--- src/rtl/seq_det_event_logger.sv ---
// Rising-edge event logger: timestamps 0->1 transitions of an upstream detector
// output into a 4-entry first-word-fall-through FIFO, with a saturating event count and a sticky overflow flag.
module seq_det_event_logger #(
    parameter int TS_W  = 16,
    parameter int CNT_W = 8,
    parameter int DEPTH = 4
) (
    input  logic             clock,
    input  logic             reset,
    input  logic             enable,
    input  logic             det_in,
    input  logic             evt_ready,
    input  logic             clear_ovf,
    output logic             evt_valid,
    output logic [TS_W-1:0]  evt_data,
    output logic [CNT_W-1:0] evt_count,
    output logic             overflow,
    output logic [2:0]       fifo_level
);

    localparam logic [2:0] FULL_LVL = 3'(DEPTH);

    logic [TS_W-1:0]  ts_q, ts_d;
    logic             det_q;
    logic [1:0]       wr_ptr_q, wr_ptr_d;
    logic [1:0]       rd_ptr_q, rd_ptr_d;
    logic [2:0]       level_q, level_d;
    logic [CNT_W-1:0] cnt_q, cnt_d;
    logic             ovf_q, ovf_d;
    logic [TS_W-1:0]  mem_q [4];

    logic detect, pop, full, push, drop;

    assign detect = det_in & ~det_q & enable;
    assign pop    = (level_q != 3'd0) & evt_ready;
    assign full   = (level_q == FULL_LVL);
    // A full FIFO still accepts an event when the head leaves in the same cycle.
    assign push   = detect & (~full | pop);
    assign drop   = detect & full & ~pop;

    always_comb begin
        // NOTE: every next-state value gets a default first so no path leaves it unassigned (no latch).
        ts_d     = ts_q;
        wr_ptr_d = wr_ptr_q;
        rd_ptr_d = rd_ptr_q;
        level_d  = level_q;
        cnt_d    = cnt_q;
        ovf_d    = ovf_q;

        if (enable) ts_d = ts_q + 1'b1;
        if (push)   wr_ptr_d = wr_ptr_q + 2'd1;
        if (pop)    rd_ptr_d = rd_ptr_q + 2'd1;

        case ({push, pop})
            2'b10:   level_d = level_q + 3'd1;
            2'b01:   level_d = level_q - 3'd1;
            default: level_d = level_q;
        endcase

        // Dropped events still count; the counter sticks at all-ones.
        if (detect && cnt_q != '1) cnt_d = cnt_q + 1'b1;

        if (drop)           ovf_d = 1'b1;
        else if (clear_ovf) ovf_d = 1'b0;
    end

    always_ff @(posedge clock or posedge reset) begin
        // NOTE: sequential state uses non-blocking assignments so all registers update from pre-edge values.
        if (reset) begin
            ts_q     <= '0;
            det_q    <= 1'b0;
            wr_ptr_q <= '0;
            rd_ptr_q <= '0;
            level_q  <= '0;
            cnt_q    <= '0;
            ovf_q    <= 1'b0;
        end else begin
            ts_q     <= ts_d;
            det_q    <= det_in;
            wr_ptr_q <= wr_ptr_d;
            rd_ptr_q <= rd_ptr_d;
            level_q  <= level_d;
            cnt_q    <= cnt_d;
            ovf_q    <= ovf_d;
        end
    end

    // NOTE: the storage array is not reset; level gates evt_valid, so stale contents are never observed.
    always_ff @(posedge clock) begin
        if (push) mem_q[wr_ptr_q] <= ts_q;
    end

    assign evt_valid  = (level_q != 3'd0);
    assign evt_data   = mem_q[rd_ptr_q];
    assign evt_count  = cnt_q;
    assign overflow   = ovf_q;
    assign fifo_level = level_q;

endmodule

--- config.mk ---
export PLATFORM = sky130hd
export DESIGN_NAME = seq_det_event_logger
export DESIGN_NICKNAME = d
export VERILOG_FILES = /design/src/rtl/seq_det_event_logger.sv
export SDC_FILE = /design/constraint.sdc
export NUM_CORES = 1
export LEC_CHECK = 0
export ABC_AREA = 1
export CAP_MARGIN = 5
export CORE_MARGIN = 1
export CORE_UTILIZATION = 57
export CTS_CLUSTER_DIAMETER = 40
export DETAILED_ROUTE_END_ITERATION = 7
export PLACE_DENSITY_LB_ADDON = 0.2
export SLEW_MARGIN = 5
export SYNTH_ARGS = -nofsm -noshare
export SYNTH_HDL_FRONTEND = slang
export SYNTH_SLANG_ARGS = --single-unit
export TNS_END_PERCENT = 50
--- constraint.sdc ---
create_clock -name clock -period 2.6 [get_ports clock]
set_input_delay 0.26 -clock clock [delete_from_list [all_inputs] [get_ports clock]]
set_output_delay 0.26 -clock clock [all_outputs]
set_load 0.05 [all_outputs]
==> flow_metrics.env, run 1 <==
export IMPL_required_ns=2.34
export IMPL_clockBufferDepth=2
export IMPL_syn_to_final_growth_pct=16.6
export IMPL_fp_dieH_um=87.0
export IMPL_avgSynthCellArea_um2=11.3
export IMPL_rsz0062_at_grt="no"
export IMPL_cp_arrival_ns=1.80
export IMPL_setup_tns_ns=0
export IMPL_drc=0
export IMPL_synth_enable_flop_cells=64
export IMPL_hold_viol=0
export IMPL_fmax_mhz=485
export IMPL_synth_area_leader_cell="edfxtp_1"
export IMPL_netlist_top_cells_area="edfxtp_1 47%, dfrtp_1 20%, nand2_1 5.2%"
export IMPL_cts_tree="built"
export IMPL_io_pin_count=35
export IMPL_total_power_uw=5600
export IMPL_cp_num_buf_inv=1
export IMPL_grt_pass1_wl_um=12200
export IMPL_core_region_area_mm2=0.00691
export IMPL_antenna_found_initial=0
export IMPL_hold_slack_ns=0.299
export IMPL_synth_async_sr_flop_share_pct=34.0
export IMPL_firstDrtPassIters=4
export IMPL_ys_seq_area_share_pct=66.6
export IMPL_hp_class="in2async"
export IMPL_p_leak_uw=0.00189
export IMPL_ant_nets=0
export IMPL_yosys_warnings=0
export IMPL_crit_chain="nor2_2 -> nand2_2 -> clkdlybuf4s50_1"
export IMPL_fin_skew_ns=0.0124
export IMPL_cp_slowest_stage_delay_ns=0.71
export IMPL_row_count=30
export IMPL_die_area_mm2=0.00758
export IMPL_status="finished, final reports clean"
export IMPL_hold_buffers=0
export IMPL_grt_pass1_vias=2643
export IMPL_route_vias_total=2721
export IMPL_cts_buffers=9
export IMPL_h_tree_depth=3
export IMPL_max_vdd_ir_drop_uv=900
export IMPL_slew_viol_final=0
export IMPL_cts_setup_buffers=0
export IMPL_start_util_pct=59.7
export IMPL_start_kind="flop"
export IMPL_post_cts_resized=0
export IMPL_track_usage_pct=21.9
export IMPL_synthCells=366
export IMPL_synthTopCellsByCount="64 x edfxtp_1, 57 x nand2_1, 51 x nor2_1"
export IMPL_num_antenna_cells=0
export IMPL_nets=422
export IMPL_synth_nets=379
export IMPL_routed_wl_um=7550
export IMPL_period_minus_slack_ns=2.06
export IMPL_drt_iter0_markers=160
export IMPL_yosysMostFrequentCell="edfxtp_1"
export IMPL_gp_congestion=0.802
export IMPL_synth_distinct_cells=30
export IMPL_cellPowerDensity_mw_per_mm2=1160
export IMPL_port_buffers=34
export IMPL_slew_headroom_pct=63.6
export IMPL_wl_per_cell_um=14.8
export IMPL_insertion_delay_ns=0.36
export IMPL_cp_slowest_cell="clkdlybuf4s50_1"
export IMPL_overflow=0
export IMPL_path_class="reg2out"
export IMPL_ys_ff_latch=97
export IMPL_crit_fanout=4
export IMPL_timing_final_crit_share_pct=79.3
export IMPL_crit_family="buffers and inverters"
export IMPL_endpoint_kind="primary output"
export IMPL_avgViaCountPerCell=5.34
export IMPL_grt_max_degree=34
export IMPL_cap_violations=0
export IMPL_ys_flop_type="edfxtp_1"
export IMPL_dp_hpwl_um=5060
export IMPL_synth_top_cell_area_share_pct=46.6
export IMPL_drive_gt1_share_pct=13.5
export IMPL_fp_dieW_um=87.0
export IMPL_cts_clk_slew_worst_paths_ns=0.09
export IMPL_tightest_slew_ns=0.545
export IMPL_cts_sinks=97
export IMPL_netlist_area_mm2=0.00412
export IMPL_root_buffer="clkbuf_8"
export IMPL_setup_viol=0
cells in the final DEF, fill, tap and decap left out, types with 3 or more instances in the layout:
master	synthesis	final
buf_12	0	3
o21ai_1	14	14
xnor2_1	8	8
o22ai_1	17	17
inv_1	33	33
nand2_1	57	57
ha_1	6	6
nand3_1	11	11
nand4_1	3	3
edfxtp_1	64	64
dfrtp_1	33	33
buf_4	1	20
xor2_1	14	14
nand2_2	3	3
nor2_1	51	51
nor2_2	4	4
inv_2	3	3
clkbuf_8	0	9
clkdlybuf4s50_1	0	18
o21ai_0	22	22
worst paths after layout:
path | start | to | slack (ns) | cells after the start
max reg2reg | fifo_level[2] | fifo_level[2] | 0.97 | 9
max | fifo_level[0] | evt_valid | 0.54 | 3
min reg2reg | rd_ptr_q[1] | rd_ptr_q[1] | 0.51 | 1
max in group asynchronous | reset | ts_q[4] | 2.01 | 3
min in group clock | det_in | det_q | 0.36 | 1
min | reset | evt_count[7] | 0.30 | 3
worst register-to-register path: stages, from the launching register on:
cell	delay (ns)
dfrtp_1	0.43
inv_1	0.10
nand2_2	0.11
nand3_2	0.11
fa_1	0.41
inv_1	0.12
nand4_1	0.12
nand3_1	0.09
nand2_1	0.05
inv_1	0.04
registers in the layout, indices dropped and copies added (netlist names):
signal and count:
evt_count 8, overflow 1, rd_ptr_q 2, ts_q 16, wr_ptr_q 2, fifo_level 3, det_q 1, mem_q 64
cell type report:
cell class / instances / area [µm²]
Fill cell: 533 / 2100
Multi-Input combinational cell: 221 / 1190
Clock buffer: 9 / 124
Clock inverter: 7 / 86.3
Timing Repair Buffer: 41 / 390
Sequential cell: 97 / 2750
Tap cell: 96 / 120
Inverter: 39 / 150
routing by layer:
layer / global-route usage (%) / up-vias / routed length [µm]
met5: 0 / - / 0
met4: 10.0 / 0 / 114
met2: 37.0 / 67 / 3730
met3: 3.79 / 12 / 386
li1: - / 1318 / -
met1: 27.9 / 1324 / 3320
through the flow:
| stage | instances | cell area (µm²) | setup slack [ns] | util, % |
|---|---|---|---|---|
| 5_1_grt | 510 | 4810 | 0.390 | 69.6 |
| 4_1_cts | 510 | 4810 | 0.523 | 69.6 |
| 3_5_place_dp | 494 | 4600 | 0.457 | 66.5 |
| 6_report | 510 | 4810 | 0.538 | 69.6 |
| 3_3_place_gp | 494 | 4600 | 0.546 | 66.5 |
| 2_1_floorplan | 366 | 4120 | 0.440 | - |
logic make-up (layout without fill, tap and decap cells):
logic type,Yosys count,after routing,share of synthesized area (%)
AOI/OAI and AO/OA,57,57,7.80
xor gates and xnor gates,22,22,4.67
adders and majority gates,7,7,2.31
buffers and inverters,48,96,4.55
DFF,97,97,66.6
and+or+nand+nor,135,135,14.0
report_power, final:
group          total, µW  internal, µW  leakage, µW  switching, µW
clock network       1010           465     0.000104            548
registers           2160          1910     0.000947            250
logic               2430           776     0.000843           1650
total               5600          3150      0.00189           2450
Power figures use the tool's default switching activity.
==> run 2: changes to the inputs <==
CORE_UTILIZATION = 52   (was 57)
clock period = 1.8 ns   (was 2.6 ns; I/O delays follow)
==> run 2 against run 1 <==
Against the previous run:
- power up 44%
- largest cell class unchanged
- via count decreased by 0.37%
- routed wire length increased by 1.7%
==> flow_metrics.env, run 2 (synthesis results as in run 1) <==
export IMPL_status="finished, final reports clean"
export IMPL_worst_path_stages=1
export IMPL_rr_worst_depth=9
export IMPL_met3_usage_pct=4.77
export IMPL_multi_input_area_mm2=0.00120
export IMPL_cts_clk_slew_worst_paths_ns=0.09
export IMPL_clockBufferDepth=2
export IMPL_drt_iter0_markers=116
export IMPL_cts_buffers=9
export IMPL_core_region_area_mm2=0.00769
export IMPL_port_buffers=34
export IMPL_fp_dieW_um=91.0
export IMPL_hp_class="in2async"
export IMPL_fin_skew_ns=0.00761
export IMPL_total_power_uw=8040
export IMPL_largest_register_ffs=64
export IMPL_path_class="reg2out"
export IMPL_route_vias_total=2711
export IMPL_grt_pass1_wl_um=12800
export IMPL_h_tree_depth=3
export IMPL_grt_pass1_vias=2670
export IMPL_final_common_cell="edfxtp_1"
export IMPL_num_antenna_cells=0
export IMPL_crit_family="buffers and inverters"
export IMPL_timing_final_crit_share_pct=96.2
export IMPL_cellPowerDensity_mw_per_mm2=1640
export IMPL_io_pin_count=35
export IMPL_endpoint_kind="primary output"
export IMPL_insertion_delay_ns=0.35
export IMPL_met2_usage_pct=33.3
export IMPL_slew_headroom_pct=66.3
export IMPL_crit_chain="clkdlybuf4s50_1"
export IMPL_drc=0
export IMPL_use_met1_pct=26.6
export IMPL_grt_max_degree=34
export IMPL_comb_power_share_pct=43.8
export IMPL_final_cell_mix="64 x edfxtp_1, 57 x nand2_1, 47 x nor2_1, 33 x inv_1, 29 x dfrtp_1"
export IMPL_cp_slowest_stage_delay_ns=0.81
export IMPL_die_area_mm2=0.00829
export IMPL_drive_gt1_share_pct=17.3
export IMPL_pwr_share_seq_pct=38.9
export IMPL_intPower_uw=4520
export IMPL_fmax_mhz=577
export IMPL_hold_viol=0
export IMPL_period_minus_slack_ns=1.73
export IMPL_avgViaCountPerCell=5.18
export IMPL_post_route_worst_setup_slack_ns=0.0681
export IMPL_cp_arrival_ns=1.55
export IMPL_required_ns=1.62
export IMPL_hold_slack_ns=0.221
export IMPL_top_register="mem_q"
export IMPL_crit_fanout=3
export IMPL_p_clk_share_pct=17.3
export IMPL_fp_dieH_um=91.0
export IMPL_cap_violations=0
export IMPL_fillers=609
export IMPL_firstDrtPassIters=4
export IMPL_cp_num_buf_inv=1
export IMPL_overflow=0
export IMPL_nets=429
export IMPL_rsz0062_at_grt="yes"
export IMPL_max_vdd_ir_drop_uv=957
export IMPL_ant_nets=0
export IMPL_setup_viol=0
export IMPL_tightest_slew_ns=0.505
export IMPL_dpl_worst_slack_ns=0.0274
export IMPL_cts_sinks=97
export IMPL_placed_cell_area_mm2=0.00467
export IMPL_row_count=32
export IMPL_dp_hpwl_um=5110
export IMPL_slew_viol_final=0
export IMPL_track_usage_pct=20.4
export IMPL_seqCellArea_mm2=0.00275
export IMPL_start_util_pct=53.6
export IMPL_root_buffer="clkbuf_8"
export IMPL_antenna_found_initial=0
export IMPL_p_leak_uw=0.00200
export IMPL_switching_share_pct=43.7
export IMPL_cts_tree="built"
export IMPL_syn_to_final_growth_pct=19.0
export IMPL_gp_congestion=0.837
export IMPL_power_switching_uw=3510
export IMPL_routed_wl_um=7680
export IMPL_start_kind="flop"
export IMPL_busiest_layer="met2"
export IMPL_cp_slowest_cell="clkdlybuf4s50_1"
export IMPL_wl_per_cell_um=14.7
export IMPL_final_core_utilization_pct=63.8
export IMPL_final_area_mm2=0.00491
[run 2: cell type report]
class	count	share of cell area (%)
sequential	97	56.1
multi-input combinational	221	24.5
timing repair buffer	48	9.71
inverter	39	3.11
tap	102	2.60
clock buffer	9	2.52
clock inverter	7	1.43
[run 2: per-layer routing]
layer | part of all wire (%) | wire length [µm]
met1 | 44 | 3360
met2 | 50 | 3840
met3 | 4.1 | 314
met4 | 2.1 | 162
met5 | 0 | 0
[run 2: power by group through the flow]
stage | sequential, µW | combinational (µW) | clock, µW
2_1_floorplan | 3370 | 2180 | 0
3_3_place_gp | 3150 | 3440 | 0
3_5_place_dp | 3160 | 3490 | 0
4_1_cts | 3130 | 3530 | 1410
5_1_grt | 3180 | 3800 | 1510
6_report | 3130 | 3520 | 1390
[run 2: timing repair]
item | 4_1_cts | 5_1_grt
setup buffers | 1 | 0
hold buffers | 0 | 0
resized for setup | 9 | 8
setup endpoints to repair | 17 | 10
[run 2: metrics by stage]
stage / setup TNS [ns] / cells
floorplan: -0.358 / 366
global placement: 0 / 506
detailed placement: 0 / 506
CTS: 0 / 523
global route: -0.0175 / 523
finish: 0 / 523
[run 2: final timing paths]
kind	slack, ns	end	start
hold reg to reg	0.51	fifo_level[0]	fifo_level[0]
setup / recovery	0.07	fifo_level[1]	fifo_level[1]
min in group clock	0.30	det_q	det_in
setup reg to reg	0.23	fifo_level[2]	fifo_level[2]
max in group asynchronous	1.26	fifo_level[0]	reset
hold / removal	0.22	rd_ptr_q[1]	reset
[run 2: tightest hold or removal path, stage by stage]
cell	delay, ns
clkdlybuf4s50_1	0.40
inv_1	0.05
buf_4	0.37
